[src/rtl/matmul_ctrl.sv]
// Job controller for a systolic PE chain. It streams N*N B weights and then N*N A
// operands from the source buffers, and collects N*N results into the result buffer.
module matmul_ctrl #(
  parameter int unsigned N  = 2,
  parameter int unsigned AW = 2
) (
  input  logic            clk,
  input  logic            rst,
  input  logic            start,
  output logic            busy,
  output logic            done,
  output logic [2*AW-1:0] mem_addr,
  output logic            mem_sel,
  input  logic [31:0]     mem_data,
  output logic [31:0]     pe_a,
  output logic [31:0]     pe_b,
  output logic            pe_stb,
  output logic            pe_b_valid,
  output logic [AW-1:0]   pe_addr,
  output logic            pe_mem_select,
  input  logic            pe_ack,
  input  logic [31:0]     res_c,
  input  logic            res_stb,
  output logic            res_ack,
  output logic            res_wr_en,
  output logic [2*AW-1:0] res_wr_addr,
  output logic [31:0]     res_wr_data
);

  localparam int unsigned MW = 2 * AW;
  localparam int unsigned KW = 2 * AW + 1;
  localparam logic [KW-1:0] NN_K   = KW'(N * N);
  localparam logic [KW-1:0] LAST_K = KW'(N * N - 1);
  localparam logic [KW-1:0] N_K    = KW'(N);

  typedef enum logic [3:0] {
    IDLE, B_RD, B_CAP, B_SEND, A_RD, A_CAP, A_SEND, DRAIN, DONE
  } state_t;

  state_t          r_state;
  state_t          w_state_nxt;
  logic [KW-1:0]   r_k;
  logic [KW-1:0]   w_k_nxt;
  logic [KW-1:0]   r_r;
  logic [KW-1:0]   w_r_nxt;
  logic            r_bank;
  logic            w_xfer;
  logic            w_acc;
  logic            w_nb;
  logic            w_na;
  logic            w_nsend;
  logic            w_nack;

  logic            r_busy;
  logic            r_done;
  logic [MW-1:0]   r_mem_addr;
  logic            r_mem_sel;
  logic [31:0]     r_pe_a;
  logic [31:0]     r_pe_b;
  logic            r_pe_stb;
  logic            r_pe_b_valid;
  logic [AW-1:0]   r_pe_addr;
  logic            r_res_ack;
  logic            r_res_wr_en;
  logic [MW-1:0]   r_res_wr_addr;
  logic [31:0]     r_res_wr_data;

  // State, word counter, result counter and weight bank
  always_ff @(posedge clk) begin
    if (rst) begin
      r_state <= IDLE;
      r_k     <= '0;
      r_r     <= '0;
      r_bank  <= 1'b0;
    end else begin
      r_state <= w_state_nxt;
      r_k     <= w_k_nxt;
      r_r     <= w_r_nxt;
      if (r_state == DONE) r_bank <= ~r_bank;
    end
  end

  // Next state; a result landing on the last A transfer is still counted
  always_comb begin
    w_state_nxt = r_state;
    w_k_nxt     = r_k;
    w_xfer      = ((r_state == B_SEND) || (r_state == A_SEND)) && pe_ack;
    w_acc       = res_stb && (r_state inside {A_RD, A_CAP, A_SEND, DRAIN});
    w_r_nxt     = r_r + KW'(w_acc);
    case (r_state)
      IDLE: begin
        w_r_nxt = '0;
        if (start) begin
          w_state_nxt = B_RD;
          w_k_nxt     = '0;
        end
      end
      B_RD:  w_state_nxt = B_CAP;
      B_CAP: w_state_nxt = B_SEND;
      B_SEND: begin
        if (w_xfer) begin
          if (r_k == LAST_K) begin
            w_state_nxt = A_RD;
            w_k_nxt     = '0;
          end else begin
            w_state_nxt = B_RD;
            w_k_nxt     = r_k + KW'(1);
          end
        end
      end
      A_RD:  w_state_nxt = A_CAP;
      A_CAP: w_state_nxt = A_SEND;
      A_SEND: begin
        if (w_xfer) begin
          if (r_k == LAST_K) begin
            w_state_nxt = DRAIN;
            w_k_nxt     = '0;
          end else begin
            w_state_nxt = A_RD;
            w_k_nxt     = r_k + KW'(1);
          end
        end
      end
      DRAIN: if (w_r_nxt >= NN_K) w_state_nxt = DONE;
      DONE: begin
        w_state_nxt = IDLE;
        w_r_nxt     = '0;
      end
      default: w_state_nxt = IDLE;
    endcase
    w_nb    = w_state_nxt inside {B_RD, B_CAP, B_SEND};
    w_na    = w_state_nxt inside {A_RD, A_CAP, A_SEND};
    w_nsend = (w_state_nxt == B_SEND) || (w_state_nxt == A_SEND);
    w_nack  = w_na || (w_state_nxt == DRAIN);
  end

  // Outputs are registered from next-state values so they line up with the state
  always_ff @(posedge clk) begin
    if (rst) begin
      r_busy        <= 1'b0;
      r_done        <= 1'b0;
      r_mem_addr    <= '0;
      r_mem_sel     <= 1'b0;
      r_pe_a        <= '0;
      r_pe_b        <= '0;
      r_pe_stb      <= 1'b0;
      r_pe_b_valid  <= 1'b0;
      r_pe_addr     <= '0;
      r_res_ack     <= 1'b0;
      r_res_wr_en   <= 1'b0;
      r_res_wr_addr <= '0;
      r_res_wr_data <= '0;
    end else begin
      r_busy       <= (w_state_nxt != IDLE);
      r_done       <= (w_state_nxt == DONE);
      r_mem_addr   <= (w_nb || w_na) ? MW'(w_k_nxt) : '0;
      r_mem_sel    <= w_nb;
      r_pe_b_valid <= w_nb;
      r_pe_addr    <= w_nb ? AW'(w_k_nxt % N_K) : '0;
      r_pe_stb     <= w_nsend;
      r_res_ack    <= w_nack;
      r_res_wr_en  <= w_acc;
      if (r_state == B_CAP) r_pe_b <= mem_data;
      if (r_state == A_CAP) r_pe_a <= mem_data;
      if (w_acc) begin
        r_res_wr_addr <= MW'(r_r);
        r_res_wr_data <= res_c;
      end
    end
  end

  assign busy          = r_busy;
  assign done          = r_done;
  assign mem_addr      = r_mem_addr;
  assign mem_sel       = r_mem_sel;
  assign pe_a          = r_pe_a;
  assign pe_b          = r_pe_b;
  assign pe_stb        = r_pe_stb;
  assign pe_b_valid    = r_pe_b_valid;
  assign pe_addr       = r_pe_addr;
  assign pe_mem_select = r_bank;
  assign res_ack       = r_res_ack;
  assign res_wr_en     = r_res_wr_en;
  assign res_wr_addr   = r_res_wr_addr;
  assign res_wr_data   = r_res_wr_data;

endmodule

[config.mk]
export PLATFORM = sky130hd
export DESIGN_NAME = matmul_ctrl
export DESIGN_NICKNAME = d
export VERILOG_FILES = /design/src/rtl/matmul_ctrl.sv
export SDC_FILE = /design/constraint.sdc
export NUM_CORES = 1
export LEC_CHECK = 0
export ABC_AREA = 1
export CAP_MARGIN = 20
export CORE_ASPECT_RATIO = 0.8
export CORE_UTILIZATION = 43
export DETAILED_ROUTE_END_ITERATION = 6
export PLACE_DENSITY = 0.78
export SLEW_MARGIN = 20
export SYNTH_ARGS = -nofsm -noshare
export SYNTH_HDL_FRONTEND = slang
export SYNTH_SLANG_ARGS = --single-unit
[constraint.sdc]
create_clock -name clk -period 2.9 [get_ports clk]
set_input_delay 0.725 -clock clk [delete_from_list [all_inputs] [get_ports clk]]
set_output_delay 0.725 -clock clk [all_outputs]
set_load 0.02 [all_outputs]
# Word-level counts from Yosys, hierarchy flattened
# Cells that the tools add are included.
[word_totals]
reg_bits = 127
inputBits = 69
output_inout_bits = 114
elab_cells = 71
[classes]
addsub = 2
magnitude_cmp = 1
n_eq_ne = 19
mux = 11
bitwise = 3
reduce_logical = 17
[op_table]
columns = ["operator", "n"]
rows = [
  ["== test 4 x 3 -> 1 bit (second input constant)", 8],
  ["case mux 4 bit (8 select lines)", 1],
  ["== test 4 x 2 -> 1 bit (second input constant)", 4],
  ["two-way mux 4 bit", 4],
  ["two-way mux 5 bit", 3],
  ["case mux 5 bit (2 select lines)", 1],
  ["== test 4 x 1 -> 1 bit (second input constant)", 2],
  ["== test 4 bit (second input constant)", 2],
  ["nonzero test 4 bit", 2],
  ["nonzero test 3 bit", 2],
  ["OR reduction 2 bit", 3],
  ["adder 5 x 1 -> 5 bit", 1],
  ["adder 5 x 1 -> 5 bit (second input constant)", 1],
  ["== test 5 x 2 -> 1 bit (second input constant)", 1],
  [">= comparator 5 x 3 -> 1 bit (second input constant)", 1],
  ["logical NOT 4 bit", 1],
  ["logical OR 1 bit", 4],
  ["two-way mux 3 bit", 1],
  ["NOT 1 bit", 3],
  ["AND reduction 3 bit", 1],
  ["OR reduction 3 bit", 1],
  ["logical AND 1 bit", 2],
  ["two-way mux 2 bit", 1],
  ["inequality test 2 x 1 -> 1 bit (second input constant)", 1],
  ["2 further kinds", 2],
]

# Logic depth before layout (Yosys ltp)
# Gate-level depths: netlist (run 1).
[logic_depth]
word_depth = 12
ltp_mapped = 17
mapped_depth_nobuf = 16

# Least setup slack after synthesis (run 1)
# Ideal clock, no wire load.
[synth_timing]
kind = "input -> register"
start = "input res_stb"
end = "register r_mem_addr[0] (netlist: mem_addr[0])"
setup_time_ns = 0.119
t_arrival_ns = 2.303
t_required_ns = 2.781
path_slack_ns = 0.478
cell_stages = 15
n_path_buf = 1
cell_sequence = "nand2_2 -> inv_1 -> buf_2 -> ha_1 -> ha_1 -> inv_1 -> nand2_1 -> nand2_1 -> nand3_1 -> nor3_1 -> nor2_1 -> nand2_2 -> nand2_2 -> nand2_2 -> a21oi_1"
[synth_between]
elab_chain_len = 10
elab_cells_between_ends = 16
cone_classes = "add/sub (1); order compare (1); eq/ne (6); mux (2); bitwise (1); reduce/logical (5)"
[synth_rtl]
columns = ["element", "line", "rtl"]
rows = [
  ["start: declaration", "23", "input logic res_stb,"],
  ["logical AND 1 bit *", "88", "w_acc = res_stb && (r_state inside {A_RD, A_CAP, A_SEND, DRAIN});"],
  ["named net w_acc", "48", "logic w_acc;"],
  ["adder 5 x 1 -> 5 bit *", "89", "w_r_nxt = r_r + KW'(w_acc);"],
  [">= comparator 5 x 3 -> 1 bit *", "124", "DRAIN: if (w_r_nxt >= NN_K) w_state_nxt = DONE;"],
  ["two-way mux 4 bit *", "124", ""],
  ["case mux 4 bit (8 select lines) *", "90", "case (r_state)"],
  ["== test 4 x 1 -> 1 bit (tied with other cells)", "131", "w_nb = w_state_nxt inside {B_RD, B_CAP, B_SEND};"],
  ["nonzero test 3 bit (on tied branches)", "131, 132", ""],
  ["logical OR 1 bit *", "156", "r_mem_addr <= (w_nb || w_na) ? MW'(w_k_nxt) : '0;"],
  ["NOT 1 bit (no line) *", "--", ""],
  ["OR reduction 2 bit (no line) *", "--", ""],
  ["end signal: assignment", "156", ""],
  ["end: declaration", "56", "logic [MW-1:0] r_mem_addr;"],
]
# The timed path passes the listed nets; every way through them passes the cells marked *.
# A chain may end at the register's enable or synchronous reset.

# Worst setup path in the final report (run 1)
[layout_timing]
start = "input res_stb"
end = "register r_mem_addr[2] (netlist: mem_addr[2])"
[layout_between]
elab_chain_len = 10
elab_cells_between_ends = 16
cone_classes = "add/sub (1); order compare (1); eq/ne (6); mux (2); bitwise (1); reduce/logical (5)"
[layout_rtl]
columns = ["element", "line"]
rows = [
  ["logical AND 1 bit *", "88"],
  ["adder 5 x 1 -> 5 bit *", "89"],
  [">= comparator 5 x 3 -> 1 bit *", "124"],
  ["two-way mux 4 bit *", "124"],
  ["case mux 4 bit (8 select lines) *", "90"],
  ["== test 4 x 1 -> 1 bit (tied with other cells)", "131"],
  ["nonzero test 3 bit (on tied branches)", "131, 132"],
  ["logical OR 1 bit *", "156"],
  ["NOT 1 bit (no line) *", "--"],
  ["OR reduction 2 bit (no line) *", "--"],
]
# Mark *: on every way between the ends. The rest lies on a longest branch, timed or not.

==> metrics.cfg, run 1 <==
[worst_setup_path]
critical_path_class = in -> reg
worst-path-max-fanout = 6
r2r_end = mem_addr[2]
crit_required_ns = 3.23
r2r_cells = 14
start_kind = input pin
cp_data_arrival_time_ns = 2.97
r2r_slack_ns = 0.43
reg2reg_from = r_state[2]
critPathCaptureType = flip-flop

[power]
seqPwrFrac_pct = 40.2
swShare_pct = 23.2
leakage_nw = 2.66
intPower_mw = 3.50
power.net_switching_mw = 1.06
power.share.clock_pct = 48.2
ir_drop_uv = 428
powerDensity_mw_per_mm2 = 637
comb_power_share_pct = 11.7

[hold_path]
min_from = res_wr_data[2]
holdPathStages = 2
whs_endpoint = res_wr_data[2]
hp-class = reg -> reg

[detailed_routing]
drtIter0Drc = 249
first_pass_iters = 5
via_count = 4617
final_antenna_net_count = 0
drc = 0
wl_per_cell_um = 14.0
viasPerCell = 4.96
drt-total-wl_um = 13000

[clocking]
holdBufCountCts = 0
cts_htree_levels = 4
insertion_delay_ns = 0.40
cts_resized = 0
cts_tree = done
numCtsBuffers = 17
cts.sinks = 126
cts-root-buf = clkbuf_16
postCtsSetupRepairBufs = 0
clk_pin_slew_worst_paths_ns = 0.05
cts_max_path_buffers = 2

[global_route]
grt_usage_pct = 23.1
antenna_found_initial = 0
grt_max_degree = 47
grt_pass1_vias = 4225
grt_overflow = 0
grt_pass1_wl_um = 20200

[sta]
worst_pin_slew_ns = 0.987
layout_setup_ws_ns = 0.260
setup_violations = 0
fin_crit_ns = 2.64
fmax_mhz = 379
relSlewSlack_pct = 34.1
hold_viol_final = 0
fin_skew_ns = 0.00547
rsz0062_at_grt = false
drv_slew = 0
period_share_pct = 91.0

[final_layout]
fillCellCount = 801
layout-drive-gt1-share_pct = 7.08
syn_to_final_growth_pct = 54.3
final_common_cell = clkdlybuf4s50_1
layout_common_cells = clkdlybuf4s50_1, nor2_1, dfxtp_1
nNetsFinal = 851
fin_util_pct = 69.0
diodes = 0

[logic_synthesis]
ys_async_sr_fraction_pct = 0
synth_nets = 676
syn-cell-area_mm2 = 0.00463
synthCells = 604
ys_ff_latch = 126
yosysWarningCount = 0
synthFlopType = dfxtp_1
synth_xor_area_share_pct = 0.567
synth_edf_count = 0
synth_compound_area_share_pct = 12.7
synthSimpleGateAreaFrac_pct = 25.3
synthMuxAreaShare_pct = 0.243
syn_avg_cell_area_um2 = 7.67
yosysSeqAreaShare_pct = 54.5
synth_fa_ha_area_share_pct = 0.811
ys_types = 28
synth_top_family_by_area = simple AND/OR/NAND/NOR gates

[floorplan]
die_w_um = 118
start_util_pct = 44.7
core_area_mm2 = 0.0104
rows = 33
die_h_um = 94.8
ioPinCount = 183
die_area_mm2 = 0.0112

[status]
outcome = finished clean

[placement]
gp_congestion = 0.792
dp_hpwl_um = 8860
dp_slack_ns = -0.0634
port_buffers = 181

[run]
cap_violations = 0

==> per-stage QoR <==
| step | total power, mW | area (um2) | TNS, ns | hold WS (ns) | std cells |
|---|---|---|---|---|---|
| 2_1_floorplan | 2.13 | 4630 | 0 | 0.444 | 604 |
| 3_3_place_gp | 2.38 | 6530 | 0 | 0.452 | 900 |
| 3_5_place_dp | 2.39 | 6530 | -0.260 | 0.455 | 900 |
| 4_1_cts | 4.58 | 7150 | 0 | 0.464 | 931 |
| 5_1_grt | 4.72 | 7150 | 0 | 0.483 | 931 |
| 6_report | 4.55 | 7150 | 0 | 0.463 | 931 |
==> worst max-delay path, stage by stage <==
cell and delay [ns]:
clkdlybuf4s50_1 0.49, nand2_2 0.07, inv_1 0.08, ha_1 0.21
ha_1 0.25, nand3_1 0.10, nand2_1 0.10, nand2_1 0.08
nor3_1 0.36, nor2_1 0.13, nand3_1 0.12, nand2_2 0.10
a21oi_1 0.15
==> area by class of cell <==
cell class	count	area [um2]	share of cell area, %
multi-input cells	411	1840	25.7
clock inverters	11	166	2.33
well taps	140	175	2.45
flip-flops and latches	126	2520	35.3
clock buffers	20	447	6.25
inverters	34	128	1.79
repair buffers	189	1870	26.2
==> power by group through the flow <==
stage,Clock [mW],Sequential (mW),Combinational (mW)
floorplan,0,1.94,0.191
global placement,0,1.86,0.519
detailed placement,0,1.87,0.527
CTS,2.22,1.83,0.532
global route,2.30,1.84,0.574
finish,2.19,1.83,0.531
==> how the worst max path moves through the flow <==
stage          startpoint     endpoint  slack, ns  cells after the start
2_1_floorplan     res_stb  mem_addr[0]       0.48                     15
3_3_place_gp      res_stb  mem_addr[1]       0.11                     14
3_5_place_dp      res_stb  mem_addr[2]      -0.06                     13
4_1_cts           res_stb  mem_addr[2]       0.29                     13
5_1_grt           res_stb  mem_addr[3]       0.09                     13
6_report          res_stb  mem_addr[2]       0.26                     13
==> state kept, by name, summed over array words and instances, names as in the netlist, 4 cells and up <==
signal	count
mem_addr	4
r_k	5
r_state	4
res_wr_addr	4
res_wr_data	32
pe_a	32
r_r	5
pe_b	32
==> cells by family (layout without fill, tap and decap cells) <==
group,Yosys count,in the layout
multiplexers,1,1
adder cells (fa/ha/maj),3,3
other,1,1
XOR/XNOR,3,3
flip-flops,126,126
AND/OR/NAND/NOR,287,287
AO/OA/AOI/OAI,116,116
buffers and inverters,67,254
==> cell usage after synthesis (2+ instances only) <==
| cell type | n | area, um2 |
|---|---|---|
| buf_4 | 2 | 15.0 |
| ha_1 | 3 | 37.5 |
| dfxtp_1 | 126 | 2520 |
| xor2_1 | 2 | 17.5 |
| inv_1 | 32 | 120 |
| nor2_1 | 155 | 582 |
| inv_2 | 2 | 7.51 |
| clkbuf_1 | 20 | 75.1 |
| o21ai_0 | 69 | 345 |
| nand4_1 | 3 | 18.8 |
| nor2_4 | 2 | 22.5 |
| buf_2 | 10 | 50.1 |
| nor3_1 | 3 | 15.0 |
| nand3_1 | 12 | 60.1 |
| a21oi_1 | 44 | 220 |
| nand2_2 | 10 | 62.6 |
| nand2_1 | 96 | 360 |
| nor4_1 | 3 | 18.8 |
==> metal layers <==
layer  vias to the layer above  GRT usage, %  wire length [um]
met1                      2134          27.5              5720
met3                        24          7.00               874
li1                       2273             -                 -
met5                         -             0                 0
met4                         0          10.7               259
met2                       186          38.5              6130
No activity file was read; power rests on OpenSTA's default activity.
==> inputs of run 2 (changes only) <==
- clock period: 2.9 -> 2.8 ns (I/O delays scaled with it)
==> run 2 against run 1 <==
Against the previous run: clock skew up 0.00079 ns; non-clock buffer count up 3; count of clock-buffer cells in the layout up 2; hold slack better by 0.00063 ns; critical endpoint is now mem_addr[3]; highest routed layer unchanged.
==> metrics.cfg, run 2 (synthesized netlist as in run 1, its figures left out) <==
[sta]
relSlewSlack_pct = 62.3  ; +28 points
worst_pin_slew_ns = 0.559  ; -0.428 ns
fin_crit_ns = 2.54
setup_violations = 0  ; unchanged
fmax_mhz = 393
period_share_pct = 90.9
fin_skew_ns = 0.00625  ; +0.000785 ns
rsz0062_at_grt = false
drv_slew = 0  ; unchanged
hold_viol_final = 0  ; unchanged

[global_route]
met3_usage_pct = 5.80  ; -1.2 points
globalRouteMet2Util_pct = 41.3  ; +2.8 points
grt_max_degree = 47  ; unchanged
antenna_found_initial = 0  ; unchanged
grt_pass1_vias = 4352  ; +3.0%
grt_overflow = 0  ; unchanged
grt_usage_pct = 23.7  ; +0.63 points
grt_busiest_layer = met2
grt_use_met1_pct = 28.3  ; +0.87 points
grt_pass1_wl_um = 20900  ; +3.6%

[worst_setup_path]
path_delay_family = simple AND/OR/NAND/NOR gates
path_cells = clkdlybuf4s50_1, nand2_2, inv_1, ha_1, ha_1, nand3_1, nand2_1, nand2_1, nor3_1, nor2_1, nand3_1, nand2_2, a21oi_1
r2r_cells = 14  ; unchanged
critical_path_class = in -> reg
worst-path-max-fanout = 6  ; unchanged
slowest_delay_ns = 0.47  ; -0.02 ns
slowest_stage = clkdlybuf4s50_1
crit_required_ns = 3.13  ; -0.10 ns
r2r_slack_ns = 0.40  ; -0.03 ns
path_buf_inv = 2  ; unchanged
cp_data_arrival_time_ns = 2.88  ; -0.09 ns
critPathCaptureType = flip-flop
start_kind = input pin
crit_cells = 13  ; unchanged

[hold_path]
holdPathStages = 2  ; unchanged
hp-class = reg -> reg

[detailed_routing]
drc = 0  ; unchanged
drt-total-wl_um = 13100  ; +1.2%
via_count = 4553  ; -1.4%
first_pass_iters = 6  ; +1
final_antenna_net_count = 0  ; unchanged
wl_per_cell_um = 14.1  ; +0.76%
drtIter0Drc = 311  ; +25%
viasPerCell = 4.87  ; -1.8%

[status]
outcome = finished clean

[run]
cap_violations = 0  ; unchanged

[power]
ir_drop_uv = 453  ; +5.9%
power.net_switching_mw = 1.10  ; +4.2%
power.share.clock_pct = 47.8  ; -0.4 points
powerDensity_mw_per_mm2 = 654  ; +2.6%
total_power_mw = 4.69  ; +2.9%
intPower_mw = 3.59  ; +2.5%
swShare_pct = 23.5  ; +0.29 points
leakage_nw = 2.68  ; +0.57%
comb_power_share_pct = 11.8  ; about the same
seqPwrFrac_pct = 40.5  ; +0.3 points

[final_layout]
layout-drive-gt1-share_pct = 7.55  ; +0.47 points
syn_to_final_growth_pct = 54.8
final_common_cell = clkdlybuf4s50_1
diodes = 0  ; unchanged
nNetsFinal = 854  ; +0.35%
layout_common_cells = clkdlybuf4s50_1, nor2_1, dfxtp_1
fin_util_pct = 69.2  ; +0.19 points

[clocking]
cts_max_path_buffers = 2  ; unchanged
cts.sinks = 126  ; unchanged
postCtsSetupRepairBufs = 0  ; unchanged
cts_resized = 0  ; unchanged
cts_htree_levels = 4  ; unchanged
holdBufCountCts = 0  ; unchanged
numCtsBuffers = 17  ; unchanged
cts_tree = done
clk_pin_slew_worst_paths_ns = 0.05  ; about the same
insertion_delay_ns = 0.40  ; about the same
cts-root-buf = clkbuf_16

[floorplan]
die_w_um = 118  ; unchanged
start_util_pct = 44.7  ; unchanged
ioPinCount = 183  ; unchanged
die_area_mm2 = 0.0112  ; unchanged
rows = 33  ; unchanged
die_h_um = 94.8  ; unchanged
core_area_mm2 = 0.0104  ; unchanged

[placement]
port_buffers = 181  ; unchanged
gp_congestion = 0.821  ; +3.6%
dp_hpwl_um = 9120  ; +3.0%

## run 2: worst paths after layout
kind / from / end
setup / recovery: res_stb / mem_addr[3]
hold / removal: res_wr_data[16] / res_wr_data[16]
setup reg to reg: r_state[2] / mem_addr[3]
hold reg to reg: res_wr_data[16] / res_wr_data[16]
## run 2: per-layer routing
metal	part of all wire, %	up-vias	wire (um)
met5	0	-	0
met4	1.5	0	195
met3	6.2	17	810
met2	48	173	6350
met1	44	2081	5790
li1	-	2282	-
## run 2: stage by stage
| step | worst slack (ns) | std cells | hold slack, ns | TNS [ns] | area (um2) |
|---|---|---|---|---|---|
| final | 0.256 | 935 | 0.464 | 0 | 7170 |
| after global routing | 0.0888 | 935 | 0.488 | 0 | 7170 |
| after detailed placement | -0.0679 | 903 | 0.455 | -0.300 | 6560 |
| after floorplan | 0.403 | 604 | 0.444 | 0 | 4630 |
| after CTS | 0.293 | 935 | 0.464 | 0 | 7170 |
| after global placement | 0.0612 | 903 | 0.452 | 0 | 6560 |
## run 2: area by class of cell
class	instances	area (um2)
sequential	126	2520
inverter	34	128
fill	820	3200
timing repair buffer	192	1890
tap	140	175
clock buffer	22	474
clock inverter	10	136
multi-input combinational	411	1840
## run 2: power groups by stage
stage | logic (mW) | registers, mW | clock network [mW]
floorplan | 0.198 | 2.01 | 0
global placement | 0.537 | 1.93 | 0
detailed placement | 0.548 | 1.93 | 0
CTS | 0.553 | 1.90 | 2.27
global route | 0.596 | 1.90 | 2.35
finish | 0.552 | 1.90 | 2.24
## run 2: worst min-delay path, delay by kind of cell (launching register included)
kind             cells  cell delay [ns]
flip-flops           1             0.31
AND/OR/NAND/NOR      1             0.06
AO/OA/AOI/OAI        1             0.05
